<file path="config.mk">
export PLATFORM = sky130hd
export DESIGN_NAME = vernam_decrypt_flat
export DESIGN_NICKNAME = d
export VERILOG_FILES = /design/src/rtl/vernam_decrypt_if.sv /design/src/rtl/vernam_decrypt.sv /design/src/flat_wrapper.sv
export SDC_FILE = /design/constraint.sdc
export NUM_CORES = 1
export LEC_CHECK = 0
export BUFFER_PORTS_ARGS = -buffer_cell sky130_fd_sc_hd__buf_2
export CAP_MARGIN = 10
export CORE_ASPECT_RATIO = 1.5
export CORE_UTILIZATION = 40
export DETAILED_ROUTE_END_ITERATION = 16
export PLACE_DENSITY = 0.65
export SYNTH_ARGS = -nofsm -noshare
export SYNTH_HDL_FRONTEND = slang
export SYNTH_SLANG_ARGS = --single-unit
</file>
<file path="constraint.sdc">
create_clock -name clk -period 2.9 [get_ports clk]
set_input_delay 0.58 -clock clk [delete_from_list [all_inputs] [get_ports clk]]
set_output_delay 0.58 -clock clk [all_outputs]
set_load 0.02 [all_outputs]
</file>
<file path="src/rtl/vernam_decrypt_if.sv">
`default_nettype none
// ============================================================================
// Module   : vernam_decrypt_if
// Function : KCPSM3 write bus, key input and plaintext stream of vernam_decrypt.
// Revision : 1.0
// ============================================================================
interface vernam_decrypt_if;
    logic [7:0]  port_id;
    logic [7:0]  out_port;
    logic        write_strobe;
    logic [7:0]  key_data;
    logic        key_strobe;
    logic [7:0]  plain_data;
    logic        plain_valid;
    logic        plain_ready;
    logic        overflow;
    logic [15:0] byte_count;

    modport master (
        output port_id, out_port, write_strobe, key_data, key_strobe, plain_ready,
        input  plain_data, plain_valid, overflow, byte_count
    );

    modport slave (
        input  port_id, out_port, write_strobe, key_data, key_strobe, plain_ready,
        output plain_data, plain_valid, overflow, byte_count
    );
endinterface
`default_nettype wire

</file>
<file path="src/rtl/vernam_decrypt.sv">
`default_nettype none
// ============================================================================
// Module   : vernam_decrypt
// Function : Pairs buffered ciphertext and key bytes and streams their XOR.
//            Define VERNAM_DEC_LFSR_EN to replace the key FIFO with an LFSR.
// Revision : 1.0
// ============================================================================
module vernam_decrypt #(
    parameter int         DEPTH       = 4,
    parameter logic [7:0] CIPHER_PORT = 8'h04,
    parameter logic [7:0] LFSR_SEED   = 8'hA5
) (
    input  wire             clk,
    input  wire             reset_n,
    vernam_decrypt_if.slave bus
);

    localparam int AW = $clog2(DEPTH);
    localparam int CW = AW + 1;
    localparam logic [CW-1:0] c_depth = CW'(DEPTH);
    localparam logic [CW-1:0] c_one   = CW'(1);

    logic [7:0]    r_plain_data;
    logic          r_plain_valid;
    logic          r_overflow;
    logic [15:0]   r_byte_count;

    logic [7:0]    r_c_mem [DEPTH];
    logic [CW-1:0] r_c_wr;
    logic [CW-1:0] r_c_rd;
    logic [CW-1:0] r_c_count;

    logic          w_c_push_req;
    logic          w_c_push;
    logic          w_c_drop;
    logic          w_c_empty;
    logic [7:0]    w_c_head;
    logic          w_k_empty;
    logic [7:0]    w_k_head;
    logic          w_k_drop;
    logic          w_pop;

    // Pairing looks only at registered counts, so a push into an empty FIFO
    // becomes poppable one cycle later.
    assign w_pop = !w_c_empty && !w_k_empty && (!r_plain_valid || bus.plain_ready);

    assign w_c_push_req = bus.write_strobe && (bus.port_id == CIPHER_PORT);
    assign w_c_empty    = (r_c_count == '0);
    assign w_c_push     = w_c_push_req && ((r_c_count != c_depth) || w_pop);
    assign w_c_drop     = w_c_push_req && !w_c_push;
    assign w_c_head     = r_c_mem[r_c_rd[AW-1:0]];

    always_ff @(posedge clk) begin
        if (!reset_n) begin
            r_c_wr    <= '0;
            r_c_rd    <= '0;
            r_c_count <= '0;
        end else begin
            if (w_c_push) r_c_wr <= r_c_wr + c_one;
            if (w_pop)    r_c_rd <= r_c_rd + c_one;
            if (w_c_push && !w_pop)      r_c_count <= r_c_count + c_one;
            else if (!w_c_push && w_pop) r_c_count <= r_c_count - c_one;
        end
    end

    always_ff @(posedge clk) begin
        if (w_c_push) r_c_mem[r_c_wr[AW-1:0]] <= bus.out_port;
    end

`ifdef VERNAM_DEC_LFSR_EN
    localparam logic [7:0] c_lfsr_seed = (LFSR_SEED == 8'h00) ? 8'h01 : LFSR_SEED;

    logic [7:0] r_lfsr;
    logic       w_key_unused;

    assign w_key_unused = ^{bus.key_data, bus.key_strobe};

    // Galois form: shift right, fold in the tap mask when a one drops out.
    always_ff @(posedge clk) begin
        if (!reset_n) begin
            r_lfsr <= c_lfsr_seed;
        end else if (w_pop) begin
            r_lfsr <= {1'b0, r_lfsr[7:1]} ^ (r_lfsr[0] ? 8'hB8 : 8'h00);
        end
    end

    assign w_k_empty = 1'b0;
    assign w_k_head  = r_lfsr;
    assign w_k_drop  = 1'b0;
`else
    localparam logic [7:0] c_seed_unused = LFSR_SEED;

    logic [7:0]    r_k_mem [DEPTH];
    logic [CW-1:0] r_k_wr;
    logic [CW-1:0] r_k_rd;
    logic [CW-1:0] r_k_count;
    logic          w_k_push;

    assign w_k_empty = (r_k_count == '0);
    assign w_k_push  = bus.key_strobe && ((r_k_count != c_depth) || w_pop);
    assign w_k_drop  = bus.key_strobe && !w_k_push;
    assign w_k_head  = r_k_mem[r_k_rd[AW-1:0]];

    always_ff @(posedge clk) begin
        if (!reset_n) begin
            r_k_wr    <= '0;
            r_k_rd    <= '0;
            r_k_count <= '0;
        end else begin
            if (w_k_push) r_k_wr <= r_k_wr + c_one;
            if (w_pop)    r_k_rd <= r_k_rd + c_one;
            if (w_k_push && !w_pop)      r_k_count <= r_k_count + c_one;
            else if (!w_k_push && w_pop) r_k_count <= r_k_count - c_one;
        end
    end

    always_ff @(posedge clk) begin
        if (w_k_push) r_k_mem[r_k_wr[AW-1:0]] <= bus.key_data;
    end
`endif

    always_ff @(posedge clk) begin
        if (!reset_n) begin
            r_plain_data  <= 8'h00;
            r_plain_valid <= 1'b0;
            r_overflow    <= 1'b0;
            r_byte_count  <= 16'h0000;
        end else begin
            if (w_pop) begin
                r_plain_data  <= w_c_head ^ w_k_head;
                r_plain_valid <= 1'b1;
            end else if (bus.plain_ready) begin
                r_plain_valid <= 1'b0;
            end
            if (r_plain_valid && bus.plain_ready) r_byte_count <= r_byte_count + 16'd1;
            if (w_c_drop || w_k_drop)             r_overflow   <= 1'b1;
        end
    end

    assign bus.plain_data  = r_plain_data;
    assign bus.plain_valid = r_plain_valid;
    assign bus.overflow    = r_overflow;
    assign bus.byte_count  = r_byte_count;

endmodule
`default_nettype wire

</file>
<file path="src/flat_wrapper.sv">
// flat-port wrapper written by rule: the top's interface ports become plain ports
module vernam_decrypt_flat 
#(
    parameter int         DEPTH       = 4,
    parameter logic [7:0] CIPHER_PORT = 8'h04,
    parameter logic [7:0] LFSR_SEED   = 8'hA5
)
  (clk, reset_n, bus_port_id, bus_out_port, bus_write_strobe, bus_key_data, bus_key_strobe, bus_plain_ready, bus_plain_data, bus_plain_valid, bus_overflow, bus_byte_count);
  vernam_decrypt_if bus_i ();
  input  wire clk;
  input  wire reset_n;
  input wire logic [$bits(bus_i.port_id)-1:0] bus_port_id;
  input wire logic [$bits(bus_i.out_port)-1:0] bus_out_port;
  input wire logic [$bits(bus_i.write_strobe)-1:0] bus_write_strobe;
  input wire logic [$bits(bus_i.key_data)-1:0] bus_key_data;
  input wire logic [$bits(bus_i.key_strobe)-1:0] bus_key_strobe;
  input wire logic [$bits(bus_i.plain_ready)-1:0] bus_plain_ready;
  output wire logic [$bits(bus_i.plain_data)-1:0] bus_plain_data;
  output wire logic [$bits(bus_i.plain_valid)-1:0] bus_plain_valid;
  output wire logic [$bits(bus_i.overflow)-1:0] bus_overflow;
  output wire logic [$bits(bus_i.byte_count)-1:0] bus_byte_count;
  assign bus_i.port_id = bus_port_id;
  assign bus_i.out_port = bus_out_port;
  assign bus_i.write_strobe = bus_write_strobe;
  assign bus_i.key_data = bus_key_data;
  assign bus_i.key_strobe = bus_key_strobe;
  assign bus_i.plain_ready = bus_plain_ready;
  assign bus_plain_data = bus_i.plain_data;
  assign bus_plain_valid = bus_i.plain_valid;
  assign bus_overflow = bus_i.overflow;
  assign bus_byte_count = bus_i.byte_count;
  vernam_decrypt #(.DEPTH(DEPTH), .CIPHER_PORT(CIPHER_PORT), .LFSR_SEED(LFSR_SEED)) u_core (.clk(clk), .reset_n(reset_n), .bus(bus_i));
endmodule
</file>
[Word level (Yosys, flattened, before mapping)]
Memories as Yosys holds them, arrays and structs flattened. A register that Yosys moved wholly into a read port is not among the register bits.
Index checks and enable logic that the tools add are counted.
Storage, ports and cells
  register bits after elaboration: 44
  RAM bits: 64
  input bits: 29
  output and inout bits: 26
  memories: 2
Memories
  u_core.r_c_mem: depth 4, bits a word 8, rd ports 1, clocked after memory_dff 1, write ports 1, line vernam_decrypt.sv:28  | logic [7:0] r_c_mem [DEPTH];
  u_core.r_k_mem: depth 4, bits a word 8, rd ports 1, clocked after memory_dff 1, write ports 1, line vernam_decrypt.sv:93  | logic [7:0] r_k_mem [DEPTH];
Operators by class
  add/subtract/negate cells: 9
  equality and inequality tests: 3
  muxes and demuxes: 14
  bitwise gates (word level): 1
  reductions and logical operators: 27
Operators with widths (number)
  $add A3 B1 Y3 const B: 6
  $add A16 B1 Y16 const B: 1
  $logic_and A1 B1 Y1: 12
  $mux W3: 4
  $eq A8 B3 Y1 const B: 1
  $mux W2: 4
  $xor A8 B8 Y8: 1
  $logic_not A1 Y1: 6
  $logic_not A3 Y1: 2
  $mux W1: 6
  $ne A3 B3 Y1 const B: 2
  $reduce_bool A2 Y1: 3
  $sub A3 B1 Y3 const B: 2
  $logic_or A1 B1 Y1: 4

[Depth between registers and ports, before layout]
Gate-level depths: netlist of run 1.
  depth in word-level cells: 10
  depth in mapped cells: 10

[Worst setup path after synthesis of run 1]
OpenSTA, ideal clock, no wires.
  path kind: flip-flop to flip-flop
  start: register u_core.r_plain_valid, in the netlist u_core.bus.plain_valid
  end: register u_core.r_k_count[2]
  setup time: 0.070 ns
  data arrival time: 2.309 ns
  data required time: 2.830 ns
  slack: 0.520 ns
  cell stages (with the launch flop): 11
  buffers on the path: 1
  cells stage by stage: dfxtp_1 > nor2b_2 > o21ai_1 > o31a_1 > clkbuf_1 > ha_1 > inv_1 > fa_1 > xor2_1 > or3_1 > a21oi_1
On the way
  cells in the longest elaborated chain, start to end: 8
Ends and longest elaborated chain
  from (decl): line vernam_decrypt.sv:24  | logic r_plain_valid;
  from (signal assigned): line vernam_decrypt.sv:125  | r_plain_valid <= 1'b0;
  from (signal assigned): line vernam_decrypt.sv:131  | r_plain_valid <= 1'b1;
  from (signal assigned): line vernam_decrypt.sv:133  | r_plain_valid <= 1'b0;
  $logic_not A1 Y1 (*): line vernam_decrypt.sv:45  | assign w_pop = !w_c_empty && !w_k_empty && (!r_plain_valid || bus.plain_ready);
  $logic_or A1 B1 Y1 (*): line vernam_decrypt.sv:45
  $logic_and A1 B1 Y1 (*): line vernam_decrypt.sv:45
  $logic_or A1 B1 Y1 (*): line vernam_decrypt.sv:100  | assign w_k_push = bus.key_strobe && ((r_k_count != c_depth) || w_pop);
  $logic_and A1 B1 Y1 (*): line vernam_decrypt.sv:100
  named net u_core.w_k_push: line vernam_decrypt.sv:97  | logic w_k_push;
  $logic_not A1 Y1: line vernam_decrypt.sv:113  | else if (!w_k_push && w_pop) r_k_count <= r_k_count - c_one;
  $logic_and A1 B1 Y1: line vernam_decrypt.sv:113
  $reduce_bool A2 Y1 (no source line)
  to (signal assigned): line vernam_decrypt.sv:112  | if (w_k_push && !w_pop) r_k_count <= r_k_count + c_one;
  to (signal assigned): line vernam_decrypt.sv:113
  to (decl): line vernam_decrypt.sv:96  | logic [CW-1:0] r_k_count;
The timed path passes the listed nets; every way through them passes the cells marked *.
A chain may end at the register's enable or synchronous reset.

[Worst setup path in the final report of run 1]
  start: register u_core.r_plain_valid, in the netlist u_core.bus.plain_valid
  end: register u_core.r_k_count[2]
On the way
  cells in the longest elaborated chain, start to end: 8
Ends and longest elaborated chain (line)
  $logic_not A1 Y1 (*): vernam_decrypt.sv:45
  $logic_or A1 B1 Y1 (*): vernam_decrypt.sv:45
  $logic_and A1 B1 Y1 (*): vernam_decrypt.sv:45
  $logic_or A1 B1 Y1: vernam_decrypt.sv:100
  $logic_and A1 B1 Y1: vernam_decrypt.sv:100
  $logic_not A1 Y1: vernam_decrypt.sv:113
  $logic_and A1 B1 Y1: vernam_decrypt.sv:113
  $reduce_bool A2 Y1 (no source line)
Every way passes the cells marked *; elsewhere a longest branch is shown, timed or not.

==> out/results.ini, run 1 <==
[sta]
finClkSkew_ps = 7.42
tightest_slew_ps = 863
finalCritPeriodShare = 0.839
fmaxAchievable_ghz = 0.411
relSlewSlack = 0.424
fin_crit_ps = 2430
setup_violations = 0
rsz0062_at_grt = no
setup_tns_ps = 0
finalHoldViolCount = 0
slew_violations = 0

[logic_synthesis]
yosys_warnings = 0
synth_most_common_cell = edfxtp_1
synthCells = 320
syn_avg_cell_area_um2 = 13.8
netlist_area_um2 = 4410
synth_largest_area_cell = edfxtp_1
synth_edf_count = 64
synth-main-ff-cell = edfxtp_1
netlist_top_cells_area = edfxtp_1, dfxtp_1, mux4_2
async_reset_ff_frac = 0
syn_nets = 362
yosysUniqueCellTypes = 36
ys_top_cells_by_count = edfxtp_1, dfxtp_1, nor2_1, a21oi_1
yosysSeqAreaShare = 0.636
ys_ff_latch = 108
synth_top_area_frac = 0.436

[critical_path]
cp.required_ps = 3170
cp-startpoint = u_core.bus.plain_valid
path_class = register to register
cp_max_fo = 9
worstPathArrival_ps = 2700
start_kind = register
endpoint_kind = register
regToRegStartpoint = u_core.bus.plain_valid

[power_and_ir_drop]
switching_share = 0.260
combPwrFrac = 0.148
ir_drop_mv = 0.325
seqPwrFrac = 0.493
power.density_nw_per_um2 = 728
p_int_mw = 2.77
leakage_nw = 1.90
finalPower_mw = 3.74
clock_power_share = 0.359
p_sw_mw = 0.973

[die]
core_um2 = 10600
start_util = 0.414
rows = 46
die_h_um = 131
dieArea_um2 = 11400
pin_count = 55
die_x_um = 87.7

[global_routing]
grt_pass1_wl_um = 12800
antenna_found_initial = 0
grt_max_degree = 30
grt_pass1_vias = 2586
track_usage = 0.154
gr-total-overflow = 0

[clocking]
cts_root_buf = clkbuf_16
path_clk_slew_ps = 70
cts_tree = yes
numCtsBuffers = 9
cts_resized = 0
cts_sinks = 108
insertion_delay_ps = 350
cts_setup_buffers = 0
cts_hold_buf = 0
htree_levels = 3
clk_path_buf_depth = 2

[placed_design]
portBuffers = 54
dpl.hpwl_um = 5610
gp_congestion = 0.726

[route]
drc = 0
wl_per_cell_um = 15.3
ant_nets = 0
first_pass_iters = 4
drt_wl_total_um = 7960
drtIter0Drc = 121
viasPerCell = 5.00
vias = 2612

[layout]
multi_input_area_um2 = 1510
ff_latch_area_um2 = 2800
fin_nets = 415
drive_gt1_frac = 0.241
antenna_cells = 0
nFillCells = 948
area_growth_pct = 16.7

[outcome]
status = complete, no violations

[flow_run]
cap_viol_max_count = 0

[worst_hold_path]
hp-class = input port to register
hold_path_startpoint = bus_key_data[1]

## power groups by stage
stage / combinational, mW / clock [mW] / sequential (mW)
6_report: 0.555 / 1.34 / 1.84
5_1_grt: 0.622 / 1.43 / 1.87
4_1_cts: 0.563 / 1.36 / 1.85
3_5_place_dp: 0.559 / 0 / 1.88
3_3_place_gp: 0.543 / 0 / 1.87
2_1_floorplan: 0.406 / 0 / 1.87
## through the flow
step,hold slack [ps],setup WS [ps],instances,util,cell area (um2)
6_report,442,467,522,0.483,5140
5_1_grt,435,322,522,0.483,5140
4_1_cts,432,478,522,0.483,5140
3_5_place_dp,466,259,506,0.452,4810
3_3_place_gp,455,333,506,0.452,4810
2_1_floorplan,460,520,320,-,4410
## placed cells by master, fill, tap and decap left out, types with 4 or more instances in the layout
cell,synthesis,final
edfxtp_1,64,64
buf_2,4,54
dfxtp_1,44,44
nor2_1,23,23
a21oi_1,20,20
o21ai_0,16,16
mux4_2,16,16
xor2_1,12,12
xnor2_1,12,12
nand2_1,11,11
ha_1,11,11
inv_1,9,9
nand4_1,9,9
nand3_1,9,9
clkbuf_16,0,9
or3_1,7,7
mux2i_1,7,7
and3_1,6,6
and2_1,5,5
nor3_1,4,4
nand2b_1,4,4
## area by class of cell
type | instances | share of cell area
tap | 144 | 0.0350
clock buffer | 9 | 0.0438
timing repair buffer | 55 | 0.0540
inverter | 10 | 0.00730
clock inverter | 7 | 0.0207
multi-input combinational | 189 | 0.294
sequential | 108 | 0.545
## path summary, 6_finish.rpt
check                                                  to  slack, ps  depth (start not counted)
worst min-delay path                 u_core.r_k_mem[0][1]        440                          1
worst max register to register        u_core.r_k_count[2]        470                          9
worst min register to register  u_core.bus.byte_count[15]        470                          2
worst max-delay path                  u_core.r_k_count[2]        470                          9
## cell families after synthesis
kind of cell / count (synthesis) / synth area share
buffers and inverters: 23 / 0.0207
flip-flops: 108 / 0.636
XOR/XNOR: 24 / 0.0477
adder cells (fa/ha/maj): 13 / 0.0403
AO/OA/AOI/OAI: 40 / 0.0480
multiplexers: 23 / 0.0977
AND/OR/NAND/NOR: 89 / 0.109
## worst max-delay path, stage by stage (launching register included)
cell and delay [ps]:
dfxtp_1 380, nor2b_2 220, o21ai_1 160, o31a_1 310, ha_1 230, inv_1 60
fa_1 380, xor2_1 160, or3_1 300, a21oi_1 150
## registers in the layout (all words and copies together), names as in the netlist, named ones only
register,count
u_core.bus.byte_count,16
u_core.bus.overflow,1
u_core.bus.plain_data,8
u_core.bus.plain_valid,1
u_core.r_c_count,3
u_core.r_c_mem,32
u_core.r_c_rd,2
u_core.r_c_wr,2
u_core.r_k_count,3
u_core.r_k_mem,32
u_core.r_k_rd,2
u_core.r_k_wr,2
## per-layer routing
layer / wire [um] / GRT usage / vias up
li1: - / - / 1282
met1: 3250 / 0.168 / 1272
met2: 4260 / 0.282 / 45
met3: 301 / 0.0364 / 13
met4: 154 / 0.0694 / 0
met5: 0 / 0 / -
Note: power is estimated with default switching activity, not from simulation.
==> inputs of run 2 (changes only) <==
==> constraint.sdc (replaced) <==
create_clock -name clk -period 2.4 [get_ports clk]
set_input_delay 0.48 -clock clk [delete_from_list [all_inputs] [get_ports clk]]
set_output_delay 0.48 -clock clk [all_outputs]
set_load 0.02 [all_outputs]
==> out/results.ini, run 2 (same netlist as run 1, synthesis figures left out) <==
[clocking]
cts_root_buf = clkbuf_16
cts_hold_buf = 0
insertion_delay_ps = 340
clk_path_buf_depth = 2
numCtsBuffers = 9
path_clk_slew_ps = 70
cts_tree = yes
htree_levels = 3
cts_sinks = 108

[sta]
fin_crit_ps = 2160
finalHoldViolCount = 0
finalCritPeriodShare = 0.900
fmaxAchievable_ghz = 0.463
finClkSkew_ps = 9.15
slew_violations = 0
tightest_slew_ps = 631
setup_tns_ps = 0
relSlewSlack = 0.575
setup_violations = 0
rsz0062_at_grt = no

[worst_hold_path]
hp-class = input port to register
hold_path_startpoint = bus_out_port[1]

[route]
first_pass_iters = 4
drc = 0
ant_nets = 0
wl_per_cell_um = 14.7
drtIter0Drc = 97
viasPerCell = 4.93
vias = 2616
drt_wl_total_um = 7820

[layout]
layout_commonest_cell = edfxtp_1
final_cells = 531
fin_nets = 423
layout_common_cells = edfxtp_1, buf_2, dfxtp_1, nor2_1, a21oi_1
post-route-util = 0.487
area_growth_pct = 17.8
final_area_um2 = 5190
drive_gt1_frac = 0.262
nFillCells = 930

[die]
dieArea_um2 = 11400
rows = 46
die_h_um = 131
pin_count = 55
die_x_um = 87.7
start_util = 0.414
core_um2 = 10600

[power_and_ir_drop]
power.density_nw_per_um2 = 857
finalPower_mw = 4.45
ir_drop_mv = 0.446
leakage_nw = 1.93

[outcome]
status = complete, no violations

[critical_path]
path_cells = nor3_1 > buf_4 > o21ai_1 > o31a_1 > ha_1 > inv_1 > fa_1 > xor2_1 > or3_1 > a21oi_1
path_class = register to register
endpoint_kind = register
crit_slowest_cell = fa_1
cpPeakStageDelay_ps = 370
cp_num_buf_inv = 2
cp_max_fo = 5
path_delay_family = adder cells
cp-startpoint = u_core.r_c_count[2]
cp.required_ps = 2670
worstPathArrival_ps = 2430
start_kind = register
regToRegStartpoint = u_core.r_c_count[2]

[global_routing]
antenna_found_initial = 1
grt_max_degree = 20
grt_pass1_wl_um = 12500
track_usage = 0.150
gr-total-overflow = 0
grt_pass1_vias = 2635

[placed_design]
placed_cell_area_um2 = 4870
dpl.hpwl_um = 5620
place_inst = 514
gp_congestion = 0.736
portBuffers = 54

[flow_run]
cap_viol_max_count = 0

-- run 2: layout make-up --
cell class	instances	area, um2	share of cell area
Antenna cell	1	2.50	0.000482
Clock buffer	9	225	0.0434
Clock inverter	7	83.8	0.0162
Inverter	10	37.5	0.00724
Multi-Input combinational cell	189	1520	0.292
Sequential cell	108	2800	0.541
Tap cell	144	180	0.0347
Timing Repair Buffer	63	338	0.0651
-- run 2: where the power goes --
group	internal (mW)	switching, mW
Combinational	0.339	0.380
Clock	0.826	0.684
Sequential	2.11	0.107
Total	3.27	1.17
-- run 2: path summary, 6_finish.rpt --
check / endpoint / slack, ps / cells after the start
max: u_core.r_k_count[2] / 240 / 10
min: u_core.r_c_mem[2][1] / 350 / 1
max reg2reg: u_core.r_k_count[2] / 240 / 10
min reg2reg: u_core.bus.byte_count[15] / 480 / 2
-- run 2: what timing repair did --
action,in CTS,in global routing
resized for setup,0,2
buffers inserted,0,0
endpoints found under the setup margin,0,2
-- run 2: metrics by stage --
stage	setup slack (ps)	hold WS, ps
floorplan	20.3	460
global placement	54.8	455
detailed placement	1.25	484
CTS	119	338
global route	47.9	334
finish	240	353
-- run 2: metal layers --
metal  vias to the layer above  GRT usage  wire (um)
li1                       1302          -          -
met2                        48      0.275       4230
met3                        10     0.0427        322
met5                         -          0          0
met4                         0     0.0579        123
met1                      1256      0.160       3140
==> inputs of run 3 (changes only) <==
--- a/config.mk
+++ b/config.mk
@@ -10,7 +10,7 @@
 export CORE_ASPECT_RATIO = 1.5
 export CORE_UTILIZATION = 40
 export DETAILED_ROUTE_END_ITERATION = 16
-export PLACE_DENSITY = 0.65
+export PLACE_DENSITY_LB_ADDON = 0.15
 export SYNTH_ARGS = -nofsm -noshare
 export SYNTH_HDL_FRONTEND = slang
 export SYNTH_SLANG_ARGS = --single-unit
==> out/results.ini, run 3 (same netlist as run 1, synthesis figures left out) <==
[die]
rows = 46
die_x_um = 87.7
core_um2 = 10600
die_h_um = 131
pin_count = 55
dieArea_um2 = 11400
start_util = 0.414

[global_routing]
grt_max_degree = 19
busiest_layer = met2
gr-total-overflow = 0
track_usage = 0.155
grt_pass1_vias = 2659
met1_usage = 0.171
grt_pass1_wl_um = 12900
met3_usage = 0.0201
global_route.usage.met2 = 0.283
antenna_found_initial = 0

[sta]
whs_ps = 346
setup_ws_ps = 161
fmaxAchievable_ghz = 0.447
tightest_slew_ps = 559
relSlewSlack = 0.627
finalCritPeriodShare = 0.933
slew_violations = 0
finClkSkew_ps = 6.10
rsz0062_at_grt = no
fin_crit_ps = 2240
setup_tns_ps = 0
setup_violations = 0
finalHoldViolCount = 0

[clocking]
cts_root_buf = clkbuf_16
path_clk_slew_ps = 70
cts_setup_buffers = 0
htree_levels = 3
clk_path_buf_depth = 2
insertion_delay_ps = 350
cts_resized = 0
cts_tree = yes
cts_sinks = 108
numCtsBuffers = 9
cts_hold_buf = 0

[critical_path]
cp_num_buf_inv = 2
regToRegStartpoint = u_core.r_k_count[2]
endpoint_kind = register
cp.required_ps = 2680
path_delay_family = simple AND/OR/NAND/NOR gates
cpPeakStageDelay_ps = 400
cp_max_fo = 6
path_cells = nor3_1 > nor3_4 > inv_2 > ha_1 > inv_1 > fa_1 > xor2_1 > or3_1 > a21oi_1
rr_worst_depth = 9
path_class = register to register
regToRegSetupSlack_ps = 160
crit_slowest_cell = nor3_1
rr_endpoint = u_core.r_k_count[2]
start_kind = register
worstPathArrival_ps = 2520

[layout]
final_area_um2 = 5160
post-route-util = 0.485
antenna_cells = 0
fin_nets = 424
layout_common_cells = edfxtp_1, buf_2, dfxtp_1, nor2_1, a21oi_1
layout_commonest_cell = edfxtp_1
drive_gt1_frac = 0.256
area_growth_pct = 17.1
nFillCells = 980

[worst_hold_path]
hp-class = input port to register
min_path_cells = 1
holdPathEnd = u_core.r_c_mem[2][5]
hold_path_startpoint = bus_out_port[5]

[route]
wl_per_cell_um = 15.2
drc = 0
ant_nets = 0
first_pass_iters = 4
drtIter0Drc = 135
drt_wl_total_um = 8080
viasPerCell = 4.95
vias = 2626

[outcome]
status = complete, no violations

[power_and_ir_drop]
ir_drop_mv = 0.440
power.density_nw_per_um2 = 842
leakage_nw = 1.91

[flow_run]
cap_viol_max_count = 0

[placed_design]
portBuffers = 54
gp_congestion = 0.714
dpl.hpwl_um = 5770
place_ws_ps = 7.90
placed_cell_area_um2 = 4880

==> run 3: changes by cell type in the layout (fill, tap and decap cells not counted), sizes merged <==
cell,before,now
buf,63,64
clkbuf,9,10
diode,1,0
bufinv,1,0
==> run 3: how the worst max path moves through the flow <==
stage,slack (ps),end,startpoint,cells past startpoint
3_5_place_dp,8,u_core.r_c_count[2],bus_port_id[1],10
4_1_cts,140,u_core.r_k_count[2],u_core.r_c_count[2],9
2_1_floorplan,20,u_core.r_k_count[2],u_core.bus.plain_valid,10
3_3_place_gp,60,u_core.r_c_count[2],bus_port_id[1],10
6_report,160,u_core.r_k_count[2],u_core.r_k_count[2],9
5_1_grt,6,u_core.r_c_count[2],u_core.r_k_count[2],9
==> run 3: cell type report <==
class,instances,area (um2),share of cell area
well taps,144,180,0.0349
flip-flops and latches,108,2800,0.543
multi-input cells,189,1520,0.294
clock inverters,6,48.8,0.00946
repair buffers,64,345,0.0669
inverters,10,37.5,0.00727
clock buffers,10,229,0.0444
==> run 3: per-layer routing <==
metal / vias up / wire (um)
met5: - / 0
met4: 0 / 204
met3: 12 / 202
met2: 42 / 4350
met1: 1265 / 3320
li1: 1307 / -
==> run 3: report_power, final <==
| part | total (mW) | switching (mW) | internal [mW] | leakage [nW] |
|---|---|---|---|---|
| clock network | 1.39 | 0.676 | 0.716 | 0.133 |
| logic | 0.750 | 0.405 | 0.346 | 0.844 |
| registers | 2.20 | 0.0923 | 2.11 | 0.938 |
| total | 4.34 | 1.17 | 3.17 | 1.91 |
==> run 3: through the flow <==
step	total power, mW	cells
finish	4.34	531
global route	4.54	531
CTS	4.39	531
detailed placement	3.00	515
global placement	2.98	515
floorplan	2.75	320
